===== src/rtl/arb8way16.sv =====
// arb8way16 - round-robin arbiter sharing one 16-bit valid/ready channel
// among eight requesters, with a bounded burst per grant.
//
// Ports:
//   clk        rising-edge system clock
//   rst_n      asynchronous active-low reset
//   req[7:0]   req[i] high: requester i presents a word on in_data[16i+15:16i]
//   in_data    eight packed 16-bit words
//   ack[7:0]   one-hot, high in the cycle requester i's word is accepted
//   grant[7:0] one-hot registered grant, all zero when idle
//   out_data   word of the selected requester (mux8way16 datapath)
//   out_valid  out_data carries a valid word
//   out_ready  consumer can accept a word
//   busy       high while a grant is active
//   dbg_state  current FSM state (0 = IDLE, 1 = GRANT)
//
// Handshake: a word moves in exactly the cycle where out_valid && out_ready
// are both high; that same cycle raises ack[sel] towards the requester.
// out_valid never depends on out_ready, and while out_valid is high and
// out_ready is low the grant, select and out_data stay unchanged.

// mux8way16 - selects one 16-bit slice out of eight packed words.
//   in_data  eight packed words, word i at [16i+15:16i]
//   sel      index of the slice to forward
//   out_data selected word
module mux8way16 (
  input  logic [127:0] in_data,
  input  logic [2:0]   sel,
  output logic [15:0]  out_data
);
  assign out_data = in_data[{sel, 4'b0000} +: 16];
endmodule

module arb8way16 #(
  parameter int unsigned MAX_BURST = 4  // words per grant, 1..15
) (
  input  logic         clk,
  input  logic         rst_n,
  input  logic [7:0]   req,
  input  logic [127:0] in_data,
  output logic [7:0]   ack,
  output logic [7:0]   grant,
  output logic [15:0]  out_data,
  output logic         out_valid,
  input  logic         out_ready,
  output logic         busy,
  output logic [0:0]   dbg_state
);

  localparam logic [0:0] IDLE  = 1'b0;
  localparam logic [0:0] GRANT = 1'b1;

  // cnt value of the final word of a burst
  localparam logic [3:0] LAST_BEAT = 4'(MAX_BURST - 1);

  logic [0:0] state;
  logic [2:0] sel;
  logic [2:0] last;
  logic [3:0] cnt;
  logic [2:0] next_sel;
  logic       xfer;

  // First requester found searching upward from (from + 1) with wrap-around.
  // Scanning from the far end down lets the nearest candidate win; offset 8
  // wraps to 'from' itself, so the released port only wins when it is alone.
  function automatic logic [2:0] rr_next(input logic [7:0] r,
                                         input logic [2:0] from);
    logic [2:0] pick;
    logic [2:0] idx;
    pick = from;
    for (int k = 8; k >= 1; k--) begin
      idx = from + 3'(k);
      if (r[idx]) pick = idx;
    end
    return pick;
  endfunction

  assign next_sel = rr_next(req, last);

  assign busy      = (state == GRANT);
  assign dbg_state = state;
  assign grant     = busy ? (8'b0000_0001 << sel) : 8'h00;
  assign out_valid = busy & req[sel];
  assign xfer      = out_valid & out_ready;
  assign ack       = xfer ? grant : 8'h00;

  mux8way16 u_mux (
    .in_data  (in_data),
    .sel      (sel),
    .out_data (out_data)
  );

  // last resets to 7 so that port 0 is first in line after reset.
  always_ff @(posedge clk or negedge rst_n) begin
    if (!rst_n) begin
      state <= IDLE;
      sel   <= 3'd0;
      last  <= 3'd7;
      cnt   <= 4'd0;
    end else begin
      case (state)
        IDLE: begin
          if (req != 8'h00) begin
            sel   <= next_sel;
            cnt   <= 4'd0;
            state <= GRANT;
          end
        end
        GRANT: begin
          if (!req[sel]) begin
            // requester withdrew: release without a transfer
            last  <= sel;
            state <= IDLE;
          end else if (xfer) begin
            if (cnt == LAST_BEAT) begin
              last  <= sel;
              cnt   <= 4'd0;
              state <= IDLE;
            end else begin
              cnt <= cnt + 4'd1;
            end
          end
        end
        default: state <= IDLE;
      endcase
    end
  end

endmodule


===== config.mk =====
export PLATFORM = sky130hd
export DESIGN_NAME = arb8way16
export DESIGN_NICKNAME = d
export VERILOG_FILES = /design/src/rtl/arb8way16.sv
export SDC_FILE = /design/constraint.sdc
export NUM_CORES = 1
export LEC_CHECK = 0
export ABC_AREA = 0
export ABC_CLOCK_PERIOD_IN_PS = 2550
export CORE_ASPECT_RATIO = 1.5
export CORE_MARGIN = 2
export CORE_UTILIZATION = 31
export DETAILED_ROUTE_END_ITERATION = 7
export PLACE_DENSITY_LB_ADDON = 0.2
export SETUP_SLACK_MARGIN = 0.3
export SYNTH_ARGS = -nofsm -noshare
export SYNTH_HDL_FRONTEND = slang
export SYNTH_SLANG_ARGS = --single-unit
export TNS_END_PERCENT = 10

===== constraint.sdc =====
create_clock -name clk -period 2.55 [get_ports clk]
set_input_delay 0.51 -clock clk [delete_from_list [all_inputs] [get_ports clk]]
set_output_delay 0.51 -clock clk [all_outputs]
set_load 0.03 [all_outputs]

==> results <==
-- power groups by stage --
stage          clock network (mW)  logic [mW]  registers, mW
6_report                    0.174        4.61          0.408
5_1_grt                     0.189        4.93          0.425
4_1_cts                     0.179        4.43          0.395
3_5_place_dp                    0        4.45          0.390
3_3_place_gp                    0        4.42          0.391
2_1_floorplan                   0        3.00          0.322
-- final timing paths --
check,from,to,slack (ns),cells past startpoint
setup / recovery,in_data[43],out_data[11],0.10,4
hold / removal,cnt[3]$_DFFE_PN0P_,cnt[3]$_DFFE_PN0P_,0.51,1
setup reg to reg,last[0]$_DFFE_PN1P_,sel[1]$_DFFE_PN0P_,0.21,8
hold reg to reg,cnt[3]$_DFFE_PN0P_,cnt[3]$_DFFE_PN0P_,0.51,1
max in group asynchronous,rst_n,sel[1]$_DFFE_PN0P_,1.57,1
min in group asynchronous,rst_n,cnt[3]$_DFFE_PN0P_,0.60,1
-- cells by family (layout without fill, tap and decap cells) --
logic type	after synthesis	after routing	share of synthesized area (%)
muxes	70	70	54.3
AOI/OAI and AO/OA	37	37	11.3
buffers and inverters	24	219	4.99
other	0	1	0
and+or+nand+nor	68	68	14.8
xor gates and xnor gates	2	2	0.769
DFF	11	11	12.2
adders and majority gates	3	3	1.65
-- placed cells by master, fill, tap and decap left out, drive strengths merged, types with 2 or more instances in the layout --
cell type and instances:
clkdlybuf4s50 135, buf 55, mux4 40, mux2 26, nor2 23, dlygate4sd2 11
o21ai 11, nand2 10, a21oi 8, clkdlybuf4s15 8, dfrtp 8, nand2b 7
nand3 6, nor3 6, clkbuf 5, mux2i 4, and2 4, inv 4
nor2b 3, o31ai 3, dfstp 3, o221ai 3, ha 3, nor4 2
a21o 2, nand3b 2
-- metal layers --
metal	up-vias	share of wire, %	wire (um)	global-route usage, %
met5	-	0	0	0
met4	0	3.5	324	8.44
met3	22	11	1030	7.30
met2	159	52	4920	42.0
met1	1275	33	3100	24.6
li1	1253	-	-	-
-- area by class of cell --
cell class / count / area [sq um] / share of cell area, %
inverters: 4 / 15.0 / 0.337
flip-flops and latches: 11 / 282 / 6.32
well taps: 100 / 125 / 2.81
multi-input cells: 180 / 1950 / 43.7
diodes: 1 / 2.50 / 0.0562
clock buffers: 4 / 45.0 / 1.01
repair buffers: 211 / 2040 / 45.7
-- sequential cells by signal, indices dropped and copies added, names as in the netlist --
register and count:
cnt 4, last 3, sel 3, busy 1
-- worst register-to-register path: stages (launching register included) --
cell                       delay (ns)
sky130_fd_sc_hd__dfstp_2         0.55
sky130_fd_sc_hd__inv_2           0.05
sky130_fd_sc_hd__ha_4            0.30
sky130_fd_sc_hd__mux4_2          0.35
sky130_fd_sc_hd__mux2_4          0.31
sky130_fd_sc_hd__o221ai_2        0.15
sky130_fd_sc_hd__o21a_1          0.15
sky130_fd_sc_hd__o311ai_2        0.09
sky130_fd_sc_hd__a221oi_2        0.28
-- repair_timing --
item	4_1_cts	5_1_grt
pin swaps	1	2
setup endpoints to repair	39	36
resized for setup	55	17
setup buffers	0	4
==> metrics.txt <==
Total Nets Final 553; combinational power share roughly nine tenths; cell area after layout about 0.0045 sq mm; placed instance area 0.00431 sq mm; count of flip-flops with a built-in enable after synthesis 0; via count of the first global-routing pass roughly 2800; number of max-slew violations in the final report 0; fmax 408 MHz; top cell types by occurrence after synthesis 40 x sky130_fd_sc_hd__mux4_2, 24 x sky130_fd_sc_hd__mux2_2, 23 x sky130_fd_sc_hd__nor2_1; combined global-route utilization of all metal layers a little under a quarter; PD cells 1170 mW/mm^2; Worst Setup Path Type primary input to output pin; Peak VDD IR 0.000755 V; number of hold violations in the final report 0; die extent in y around 110 um; Post-Synthesis Net Count 357; most numerous cell in the Yosys netlist sky130_fd_sc_hd__mux4_2; max cap viols 0; fraction of synthesized cell area taken by the top area cell type 39.5%; Syn Std Cell Area 0.00228 sq mm; number of clock sinks 11; number of ports placed on the die boundary roughly 170; final critical delay including setup and external delays 2.45 ns; post-place setup slack -0.251 ns; part of the power in the clock network around 3.4%; global-route congestion overflow total 0; Data arrival, critical path 1.94 ns; Placed Cells incl. Taps 502; total CTS buffers 3; part of the Yosys area used for sequential elements 12.2%; Detail Placement HPWL 8.08 mm; max-slew headroom at the worst pin ~62%; Net Sw Frac approximately 47%; count of hold-fix buffers inserted at cts 0; Synth-to-Final Area Change 95.3%; share of power burned in registers ~7.9%; cell with the biggest individual delay on the critical path sky130_fd_sc_hd__mux4_2; CTS tree yes; post-detailed-route DRC marker count 0; maximum root-to-sink buffer count 2; global-route wire length before repair 14.2 mm; core area roughly 0.007 sq mm; number of core rows 38; detailed-route vias per instance ~5.3; synthesized netlist cell count about 220; startpoint types primary input; Slew @ Worst Pin 0.563 ns; count of filler cells inserted in the layout roughly 620; Overall Power 5.19 mW; required time worst endpoint 2.04 ns; clock root buffer sky130_fd_sc_hd__clkbuf_8; Post-synth top flop sky130_fd_sc_hd__dfrtp_1; largest net degree at the start of global routing 22; share of layout cells above drive strength 1 36.8%; clk_lat worst skew 0.24 ns; violation count after the first detailed-routing iteration between 100 and 150; initial antenna violation count 1; number of buffers added on ports roughly 170; share of flip-flops with an asynchronous set or reset after synthesis 100%; crit path cell chain clkdlybuf4s50_1 -> mux4_2 -> mux2_2 -> clkdlybuf4s15_2; Post-Route WL 9.38 mm; Placer Congestion 0.951; maximum fanout count along the critical path 1; cell type contributing the most total cell area after synthesis sky130_fd_sc_hd__mux4_2; clock slew seen by the registers of the worst setup and hold paths 0.05 ns; Internal Pwr Total 2.77 mW; combined buffer and inverter count along the critical path 2; Yosys cell types 47; Mean Syn Cell Area 10.6 sq um; setup repair after global routing missed its margin true; result of the run complete, no violations; net load switching power 2.43 mW; warning count from the yosys run 0; Die Outline Area 0.00807 sq mm; effective utilization at floorplan between 30% and 40%; post-route clock period utilization 96.0%; type of the most critical hold path register to register; total number of vias 2709; gate family responsible for the most delay along the worst path multiplexers; setup clock skew after layout 0.00769 ns; top cells by area, synth sky130_fd_sc_hd__mux4_2 40%, sky130_fd_sc_hd__mux2_2 12%, sky130_fd_sc_hd__dfrtp_1 8.8%; delay of the slowest cell on the worst path approximately 0.45 ns; Pre-antenna DRT Iters 4; final critical-path setup slack 0.101 ns; non-filler instance count after layout 511; final setup vio count 0; P_leak 1.74 nW; worst hold margin 0.511 ns; element type at the critical path end output pin; horizontal extent of the die 74.0 um; Antenna Violating Nets Remaining 0; setup total negative slack 0 ns; wire length per cell roughly 18 um; number of H-tree levels 1; flops & latches, synth 11; final standard cell utilization of the core between 60 and 70%
(Power assumes the default switching activity.)
